--- config.mk ---
export PLATFORM = sky130hd
export DESIGN_NAME = alu
export DESIGN_NICKNAME = d
export VERILOG_FILES = /design/src/rtl/alu.sv
export SDC_FILE = /design/constraint.sdc
export NUM_CORES = 1
export LEC_CHECK = 0
export CAP_MARGIN = 20
export CORE_MARGIN = 2
export CORE_UTILIZATION = 60
export DETAILED_ROUTE_END_ITERATION = 6
export HOLD_SLACK_MARGIN = 0.02
export PLACE_DENSITY = 0.91
export SKIP_LAST_GASP = 1
export SLEW_MARGIN = 5
export SYNTH_ARGS = -nofsm -noshare
export SYNTH_HDL_FRONTEND = slang
export SYNTH_SLANG_ARGS = --single-unit
--- constraint.sdc ---
create_clock -name clock -period 0.8 [get_ports clock]
set_input_delay 0.08 -clock clock [delete_from_list [all_inputs] [get_ports clock]]
set_output_delay 0.08 -clock clock [all_outputs]
set_load 0.02 [all_outputs]
--- src/rtl/alu.sv ---
// -----------------------------------------------------------------------------
// alu
//   Registered 32-bit integer ALU for the single-cycle ARM-LP (LEGv8-subset)
//   datapath. Operands come from operand preparation (register file or
//   sign-extended immediate); the operation code comes from the controller.
//   The result feeds the data-cache address / write-back path, and the zero
//   flag feeds the PC unit for CBZ branches.
//
// Ports
//   clock           in   1   rising-edge processor clock
//   resetN          in   1   asynchronous active-low reset
//   readData1       in  32   operand A
//   readData2       in  32   operand B
//   aluControlCode  in   4   operation select
//   result          out 32   registered operation result
//   zeroFlag        out  1   registered, 1 when result == 0
//   carryBit        out  1   registered carry (ADD) / no-borrow (SUB) flag
// -----------------------------------------------------------------------------
`timescale 1ns/1ps

module alu (
  input  logic        clock,
  input  logic        resetN,
  input  logic [31:0] readData1,
  input  logic [31:0] readData2,
  input  logic [3:0]  aluControlCode,
  output logic [31:0] result,
  output logic        zeroFlag,
  output logic        carryBit
);

  typedef enum logic [3:0] {
    OP_ADD  = 4'd2,
    OP_SUB  = 4'd3,
    OP_OR   = 4'd4,
    OP_NOR  = 4'd5,
    OP_AND  = 4'd6,
    OP_CBZ  = 4'd7,
    OP_XOR  = 4'd9,
    OP_LSL  = 4'd10,
    OP_LSR  = 4'd11,
    OP_NAND = 4'd12,
    OP_MOV  = 4'd13
  } alu_op_e;

  alu_op_e     w_op;
  logic [4:0]  w_shamt;
  logic [32:0] w_sum;
  logic [32:0] w_diff;
  logic [31:0] w_result;
  logic        w_carry;

  logic [31:0] r_result;
  logic        r_zero;
  logic        r_carry;

  assign w_op    = alu_op_e'(aluControlCode);
  assign w_shamt = readData2[4:0];

  // Both arithmetic paths are 33 bits wide so bit 32 is the carry out.
  // Subtraction is A + ~B + 1: bit 32 is set exactly when no borrow occurs
  // (A >= B unsigned), which is the ARM carry convention.
  assign w_sum  = {1'b0, readData1} + {1'b0, readData2};
  assign w_diff = {1'b0, readData1} + {1'b0, ~readData2} + 33'd1;

  always_comb begin
    // NOTE: defaults first so every path assigns every output -- no latches.
    // Unlisted codes therefore yield result 0 and carry 0.
    w_result = '0;
    w_carry  = 1'b0;
    case (w_op)
      OP_ADD:  {w_carry, w_result} = w_sum;
      OP_SUB:  {w_carry, w_result} = w_diff;
      OP_OR:   w_result = readData1 | readData2;
      OP_NOR:  w_result = ~(readData1 | readData2);
      OP_AND:  w_result = readData1 & readData2;
      OP_CBZ:  w_result = readData2;
      OP_XOR:  w_result = readData1 ^ readData2;
      OP_LSL:  w_result = readData1 << w_shamt;
      OP_LSR:  w_result = readData1 >> w_shamt;
      OP_NAND: w_result = ~(readData1 & readData2);
      OP_MOV:  w_result = readData2;
      default: begin
        w_result = '0;
        w_carry  = 1'b0;
      end
    endcase
  end

  // The zero flag is derived from the same value being registered into
  // result, so the two can never disagree.
  always_ff @(posedge clock or negedge resetN) begin
    if (!resetN) begin
      r_result <= '0;
      r_zero   <= 1'b1;
      r_carry  <= 1'b0;
    end else begin
      // NOTE: non-blocking assignments for all sequential state.
      r_result <= w_result;
      r_zero   <= (w_result == 32'd0);
      r_carry  <= w_carry;
    end
  end

  assign result   = r_result;
  assign zeroFlag = r_zero;
  assign carryBit = r_carry;

endmodule

==> flow_metrics.env, run 1 <==
export IMPL_cts_setup_buffers=89
export IMPL_floorplan_die_height_um=145.5
export IMPL_place_hpwl_um=63390
export IMPL_synth_sequential_area_ratio_pct=7.092
export IMPL_h_tree_levels=2
export IMPL_cts_resized_gates=766
export IMPL_synth_ff_type="dfrtp_1"
export IMPL_flow_stopped_at="clock tree synthesis (4_1_cts)"
export IMPL_mappedNetlistNets=1851
export IMPL_clock_sinks=34
export IMPL_synthesis_area_per_instance_sq_um=7.203
export IMPL_postSynthCellCount=1668
export IMPL_count_of_flip_flops_with_a_built_in_enable_after_synthesis=0
export IMPL_design_portCount=104
export IMPL_cts_root_buffer_cell="clkbuf_16"
export IMPL_die_x_um=145.5
export IMPL_floorplan_initialDensity_pct=61.53
export IMPL_floorplan_rows=51
export IMPL_postSynth_asyncResetShare_pct=100.0
export IMPL_finalWeightedCongestion=1.368
export IMPL_toolErrorMsg="[ERROR DPL-0038] Utilization greater than 100%, impossible to legalize"
export IMPL_place_port_buffers=103
export IMPL_run_status="aborted with a tool error"
export IMPL_cts_made_buffers=5
export IMPL_clockBufferDepth=2
export IMPL_synth_lib_cells_used_distinct=95
export IMPL_mappedNetlistArea_sq_um=12020
export IMPL_ys_ff_latch=34
export IMPL_synth_warnings=0
export IMPL_cts_hold_buffers_added=0
[kinds of logic after synthesis]
logic type      synth area share [%]
compound gates                 32.08
simple gates                   21.96
buf+inv                        8.737
mux                            16.12
fa+ha+maj                      11.89
flops                          7.092
xor+xnor                       2.114
[cells in the mapped netlist (all sizes together) (38+ instances only)]
library cell / count / area, sq um
nand2: 146 / 548.0
o21ai: 94 / 470.5
ha: 111 / 1389
inv: 104 / 390.4
a22oi: 41 / 307.8
mux4: 38 / 855.8
a21oi: 124 / 620.6
nor2b: 41 / 256.5
nor3: 38 / 190.2
buf: 65 / 351.6
nand3: 39 / 195.2
clkbuf: 81 / 304.0
mux2i: 81 / 810.8
nor2: 149 / 559.3
[per-stage QoR]
stage | instance area, sq um | hold slack [ps] | std cells | utilization [%] | worst slack [ps]
detailed placement | 18170 | 463.7 | 2556 | 93.03 | -3805
floorplan | 12610 | -215.6 | 1668 | - | -2681
global placement | 18170 | 458.5 | 2556 | 93.03 | -3488
==> run 2: changes to the inputs <==
--- a/config.mk
+++ b/config.mk
@@ -7,10 +7,9 @@
 export LEC_CHECK = 0
 export CAP_MARGIN = 20
 export CORE_MARGIN = 2
-export CORE_UTILIZATION = 60
+export CORE_UTILIZATION = 40
 export DETAILED_ROUTE_END_ITERATION = 6
-export HOLD_SLACK_MARGIN = 0.02
-export PLACE_DENSITY = 0.91
+export PLACE_DENSITY_LB_ADDON = 0.15
 export SKIP_LAST_GASP = 1
 export SLEW_MARGIN = 5
 export SYNTH_ARGS = -nofsm -noshare
==> flow_metrics.env, run 2 <==
export IMPL_critical_path_top_cell_by_count="or4_4"
export IMPL_gr_usage_met3_pct=7.926
export IMPL_place_port_buffers=103
export IMPL_crit_fanout=9
export IMPL_cp_arrival_ps=3780
export IMPL_finalSetupTns_ps=-59140
export IMPL_synth_ff_type="dfrtp_1"
export IMPL_cp_slowest_cell="or4b_4"
export IMPL_final_util_pct=72.37
export IMPL_design_die_area_sq_um=31440
export IMPL_wire_per_inst_um=25.56
export IMPL_synth_cells_most_frequent="nor2_1 (149), nand2_1 (146), a21oi_1 (124)"
export IMPL_rsz_0062_raised_after_global_routing="true"
export IMPL_static_leakage_power_nw=9.771
export IMPL_mappedNetlistNets=1851
export IMPL_first_pass_grt_wire_length_um=104900
export IMPL_crit_chain="buf_8 > buf_12 > buf_4 > mux4_2 > a22o_1 > or4_4 > or4_4 > nor3_2 > nand4bb_1 > or4b_4 > nor4b_4 > and4bb_1"
export IMPL_die_x_um=177.3
export IMPL_fmax_mhz=280.6
export IMPL_h_tree_levels=2
export IMPL_final_fill_count=2349
export IMPL_run_status="finished with violations"
export IMPL_place_inst=2727
export IMPL_failed_checks="setup timing"
export IMPL_grt_remaining_overflow=0
export IMPL_worst_path_dominant_cell_family="simple AND/OR/NAND/NOR gates"
export IMPL_drive_above_1_share_pct=50.78
export IMPL_cts_made_buffers=5
export IMPL_mappedNetlistArea_sq_um=12020
export IMPL_final_nets=2610
export IMPL_timing_worst_slew_pin_value_ps=768.2
export IMPL_finalWeightedCongestion=1.067
export IMPL_report_final_setup_viol=68
export IMPL_endpoint_required_time_on_the_critical_path_ps=1020
export IMPL_finalWirelength_um=72120
export IMPL_cts_root_buffer_cell="clkbuf_16"
export IMPL_postSynth_asyncResetShare_pct=100.0
export IMPL_count_of_flip_flops_with_a_built_in_enable_after_synthesis=0
export IMPL_synth_warnings=0
export IMPL_stdcell_count=2821
export IMPL_postSynthCellCount=1668
export IMPL_finalWorstSetupSlack_ps=-2763
export IMPL_clk_pin_slew_ps=60
export IMPL_busiest_layer="met2"
export IMPL_floorplan_die_height_um=177.3
export IMPL_critical_path_endpoint_type="flop"
export IMPL_drv_cap=0
export IMPL_largest_register_ff_count=32
export IMPL_antenna_found_initial=3
export IMPL_layout_cells_most_common_list="buf_4 (724), nor2_1 (135), nand2_1 (132)"
export IMPL_synth_lib_cells_used_distinct=95
export IMPL_maxSlewHeadroom_pct=48.25
export IMPL_critical_path_max_stage_delay_ps=600
export IMPL_layout_area_seq_sq_um=852.1
export IMPL_critical_path_n_buffers_inverters=3
export IMPL_dr_pass1_iters=6
export IMPL_yosys_top_cells_area="ha_1 (12%), mux4_2 (7.1%), dfrtp_1 (6.9%), mux2i_1 (6.7%), a21oi_1 (5.2%)"
export IMPL_tritoncts="built"
export IMPL_synth_sequential_area_ratio_pct=7.092
export IMPL_clockBufferDepth=2
export IMPL_drt_antenna_violating_nets=0
export IMPL_worst_setup_path_start_kind="primary input"
export IMPL_final_total_power_mw=20.56
export IMPL_hold_viol_final=0
export IMPL_synthesis_area_per_instance_sq_um=7.203
export IMPL_worst_ir_drop_vdd_mv=1.198
export IMPL_detailedPlace_worstSlack_ps=-3574
export IMPL_gr_usage_met1_pct=57.33
export IMPL_clock_sinks=34
export IMPL_yosys_area_top_type_share_pct=11.56
export IMPL_design_portCount=104
export IMPL_largest_net_degree_at_the_start_of_global_routing=35
export IMPL_final_min_clock_period_ps=3563
export IMPL_post_route_period_util_pct=445.4
export IMPL_vias_in_the_first_global_route=17010
export IMPL_route_vias_total=17810
export IMPL_worstSetupPathType="in -> reg"
export IMPL_final_common_cell="buf_4"
export IMPL_place_hpwl_um=56910
export IMPL_timing_hold_worst_class="in -> async"
export IMPL_area_growth_pct=78.51
export IMPL_grt_util_met2_pct=70.41
export IMPL_core_region_area_sq_um=29640
export IMPL_grt_use_total_pct=44.30
export IMPL_avgViaCountPerCell=6.313
export IMPL_report_final_slew_viol_count=0
export IMPL_ys_ff_latch=34
export IMPL_power_density_nw_per_um2=958.8
export IMPL_multiInputGateArea_sq_um=12110
export IMPL_yosysMostFrequentCell="nor2_1"
export IMPL_synth_top_cell_by_area="ha_1"
export IMPL_remaining_design_rule_violation_count=0
export IMPL_floorplan_initialDensity_pct=40.54
export IMPL_floorplan_rows=63
export IMPL_first_drt_iteration_drcs=2367
==> run 2: cell counts after synthesis <==
No cell type changed its count.
==> run 2: through the flow <==
step / hold slack (ps) / area, sq um
floorplan: -215.6 / 12610
global placement: 454.9 / 18730
detailed placement: 482.9 / 18730
CTS: 185.0 / 20830
global route: 192.9 / 21440
finish: 171.6 / 21450
==> run 2: timing repair <==
action,in CTS,in global routing
resized for setup,631,120
cloned,2,0
hold buffers,0,0
endpoints found under the setup margin,68,68
setup buffers,61,27
pin swaps,104,63
==> run 2: logic make-up (layout without fill, tap and decap cells) <==
group / after synthesis / after routing / synth area share, %
AOI/OAI and AO/OA: 562 / 562 / 32.08
and+or+nand+nor: 536 / 536 / 21.96
buffers and inverters: 251 / 1011 / 8.737
muxes: 143 / 143 / 16.12
adders and majority gates: 113 / 113 / 11.89
DFF: 34 / 34 / 7.092
xor gates and xnor gates: 29 / 29 / 2.114
other: 0 / 3 / 0
==> run 2: report_power, final <==
part / switching (mW) / internal [mW]
Combinational: 8.52 / 7.98
Clock: 0.728 / 1.23
Sequential: 0.117 / 1.98
==> run 2: layout make-up <==
class / count / share of cell area (%)
Tap cell: 390 / 2.275
Clock buffer: 7 / 0.6650
Inverter: 105 / 2.007
Timing Repair Buffer: 898 / 34.55
Multi-Input combinational cell: 1383 / 56.48
Clock inverter: 1 / 0.02333
Antenna cell: 3 / 0.03500
Sequential cell: 34 / 3.973
==> run 2: how the worst max path moves through the flow <==
stage,slack (ps),end,from,cells after the start
after global routing,-2800,zeroFlag,readData2[0],12
after floorplan,-2680,zeroFlag,readData2[0],18
after detailed placement,-3570,zeroFlag,readData1[16],13
after CTS,-2700,zeroFlag,readData2[1],13
final,-2760,zeroFlag,readData2[0],12
after global placement,-3500,zeroFlag,readData1[16],13
==> run 2: metal layers <==
layer / vias to the layer above / wire [um]
met5: - / 13
met3: 294 / 7231
li1: 7816 / -
met1: 8518 / 28170
met2: 1179 / 31530
met4: 2 / 5165
No activity file was read; power rests on OpenSTA's default activity.
==> run 3: changes to the inputs <==
--- a/config.mk
+++ b/config.mk
@@ -6,10 +6,12 @@
 export NUM_CORES = 1
 export LEC_CHECK = 0
 export CAP_MARGIN = 20
+export CORE_ASPECT_RATIO = 1.25
 export CORE_MARGIN = 2
 export CORE_UTILIZATION = 40
 export DETAILED_ROUTE_END_ITERATION = 6
 export PLACE_DENSITY_LB_ADDON = 0.15
+export REMOVE_ABC_BUFFERS = 1
 export SKIP_LAST_GASP = 1
 export SLEW_MARGIN = 5
 export SYNTH_ARGS = -nofsm -noshare
==> flow_metrics.env, run 3 (same netlist as run 2, synthesis figures left out) <==
export IMPL_run_status="finished with violations"
export IMPL_failed_checks="DRC, setup timing"
export IMPL_final_fill_count=2289
export IMPL_cts_made_buffers=5
export IMPL_clockBufferDepth=2
export IMPL_first_pass_grt_wire_length_um=110600
export IMPL_finalWirelength_um=77870
export IMPL_floorplan_initialDensity_pct=40.83
export IMPL_timing_hold_worst_class="in -> async"
export IMPL_power_density_nw_per_um2=992.1
export IMPL_clock_sinks=34
export IMPL_final_min_clock_period_ps=3470
export IMPL_avgViaCountPerCell=6.434
export IMPL_tritoncts="built"
export IMPL_number_of_diodes_added_for_antenna_fixing=0
export IMPL_crit_chain="buf_12 > clkinvlp_4 > buf_6 > fa_2 > o21ai_0 > a221oi_2 > o21a_1 > nand4b_1 > or4_4 > nor3_2 > nand4bb_1 > or4b_4 > nor4b_4 > and4bb_1"
export IMPL_worstSetupPathType="in -> reg"
export IMPL_report_final_slew_viol_count=0
export IMPL_crit_fanout=7
export IMPL_place_port_buffers=103
export IMPL_drv_cap=0
export IMPL_endpoint_required_time_on_the_critical_path_ps=1060
export IMPL_drt_antenna_violating_nets=0
export IMPL_critical_path_endpoint_type="flop"
export IMPL_hold_viol_final=0
export IMPL_final_nets=2624
export IMPL_critical_path_max_stage_delay_ps=600
export IMPL_maxSlewHeadroom_pct=46.85
export IMPL_drive_above_1_share_pct=52.87
export IMPL_first_drt_iteration_drcs=2093
export IMPL_finalSetupTns_ps=-59480
export IMPL_timing_worst_slew_pin_value_ps=793.8
export IMPL_cp_arrival_ps=3730
export IMPL_cp_slowest_cell="or4_4"
export IMPL_wire_per_inst_um=27.44
export IMPL_clk_pin_slew_ps=80
export IMPL_layout_cells_most_common_list="buf_4 (716), nor2_1 (131), nand2_1 (129)"
export IMPL_floorplan_die_height_um=197.8
export IMPL_floorplan_rows=70
export IMPL_design_die_area_sq_um=31450
export IMPL_remaining_design_rule_violation_count=2
export IMPL_grt_use_total_pct=46.36
export IMPL_h_tree_levels=2
export IMPL_layout_area_seq_sq_um=852.1
export IMPL_area_growth_pct=81.38
export IMPL_largest_net_degree_at_the_start_of_global_routing=39
export IMPL_static_leakage_power_nw=9.892
export IMPL_dr_pass1_iters=7
export IMPL_worst_ir_drop_vdd_mv=0.7525
export IMPL_worst_path_dominant_cell_family="simple AND/OR/NAND/NOR gates"
export IMPL_grt_remaining_overflow=0
export IMPL_cts_root_buffer_cell="clkbuf_16"
export IMPL_finalWorstSetupSlack_ps=-2670
export IMPL_die_x_um=159.0
export IMPL_hold_ws_ps=295.2
export IMPL_vias_in_the_first_global_route=17970
export IMPL_final_common_cell="buf_4"
export IMPL_antenna_found_initial=0
export IMPL_fmax_mhz=288.2
export IMPL_multiInputGateArea_sq_um=12220
export IMPL_finalWeightedCongestion=1.034
export IMPL_design_portCount=104
export IMPL_route_vias_total=18260
export IMPL_largest_register_ff_count=32
export IMPL_report_final_setup_viol=68
export IMPL_critical_path_n_buffers_inverters=3
export IMPL_place_hpwl_um=58450
export IMPL_worst_setup_path_start_kind="primary input"
export IMPL_final_util_pct=74.06
export IMPL_core_region_area_sq_um=29430
export IMPL_post_route_period_util_pct=433.8
export IMPL_rsz_0062_raised_after_global_routing="true"
run 3: cell count changes in the layout (fill, tap and decap cells not counted), sizes merged, moves of 3 or more:
cell	previous run	this run
dlygate4sd2	17	8
clkbuf	12	18
buf	847	862
clkinvlp	1	6
inv	104	99
diode	3	0
run 3: final cells by class:
| cell class | count | area share [%] |
|---|---|---|
| clock buffer | 5 | 0.5741 |
| clock inverter | 3 | 0.1837 |
| inverter | 105 | 1.958 |
| multi-input combinational | 1383 | 56.06 |
| sequential | 34 | 3.910 |
| tap | 396 | 2.274 |
| timing repair buffer | 912 | 35.04 |
run 3: final timing paths:
kind / slack, ps / cells after the start / to / startpoint
worst max-delay path: -2670 / 14 / zeroFlag / readData2[1]
worst min-delay path: 300 / 3 / carryBit / resetN
max in group asynchronous: 240 / 3 / zeroFlag / resetN
min in group clock: 470 / 5 / carryBit / readData1[31]
run 3: repair_timing:
item	CTS	global route
hold buffers	1	0
setup endpoints to repair	68	68
pin swaps	106	89
resized for setup	705	225
buffers inserted	76	42
endpoints found under the hold margin	33	0
gates cloned	3	1
run 3: worst min-delay path, delay by kind of cell:
family / cells / cell delay, ps
buffers and inverters: 3 / 910
run 3: layer usage:
layer / GRT usage [%] / wire (um) / share of wire, %
met4: 38.35 / 8528 / 11
met2: 75.85 / 34470 / 44
met5: 0 / 0 / 0
met1: 52.49 / 27230 / 35
met3: 9.238 / 7644 / 9.8
run 3: stage by stage:
step                      power [mW]  cell area [sq um]  setup slack [ps]  cells
after CTS                      19.87              20670             -2710   2805
after floorplan                7.317              11360             -3027   1522
after detailed placement       15.32              18220             -3619   2719
final                          21.62              21790             -2670   2838
after global routing           22.33              21790             -2747   2838
after global placement         15.20              18220             -3465   2719
run 3: where the power goes:
group	total, mW	leakage [nW]	internal [mW]	switching, mW
combinational	17.0	9.39	8.22	8.83
sequential	2.11	0.420	1.98	0.130
clock	2.46	0.0836	1.47	0.997
total	21.6	9.89	11.7	9.96
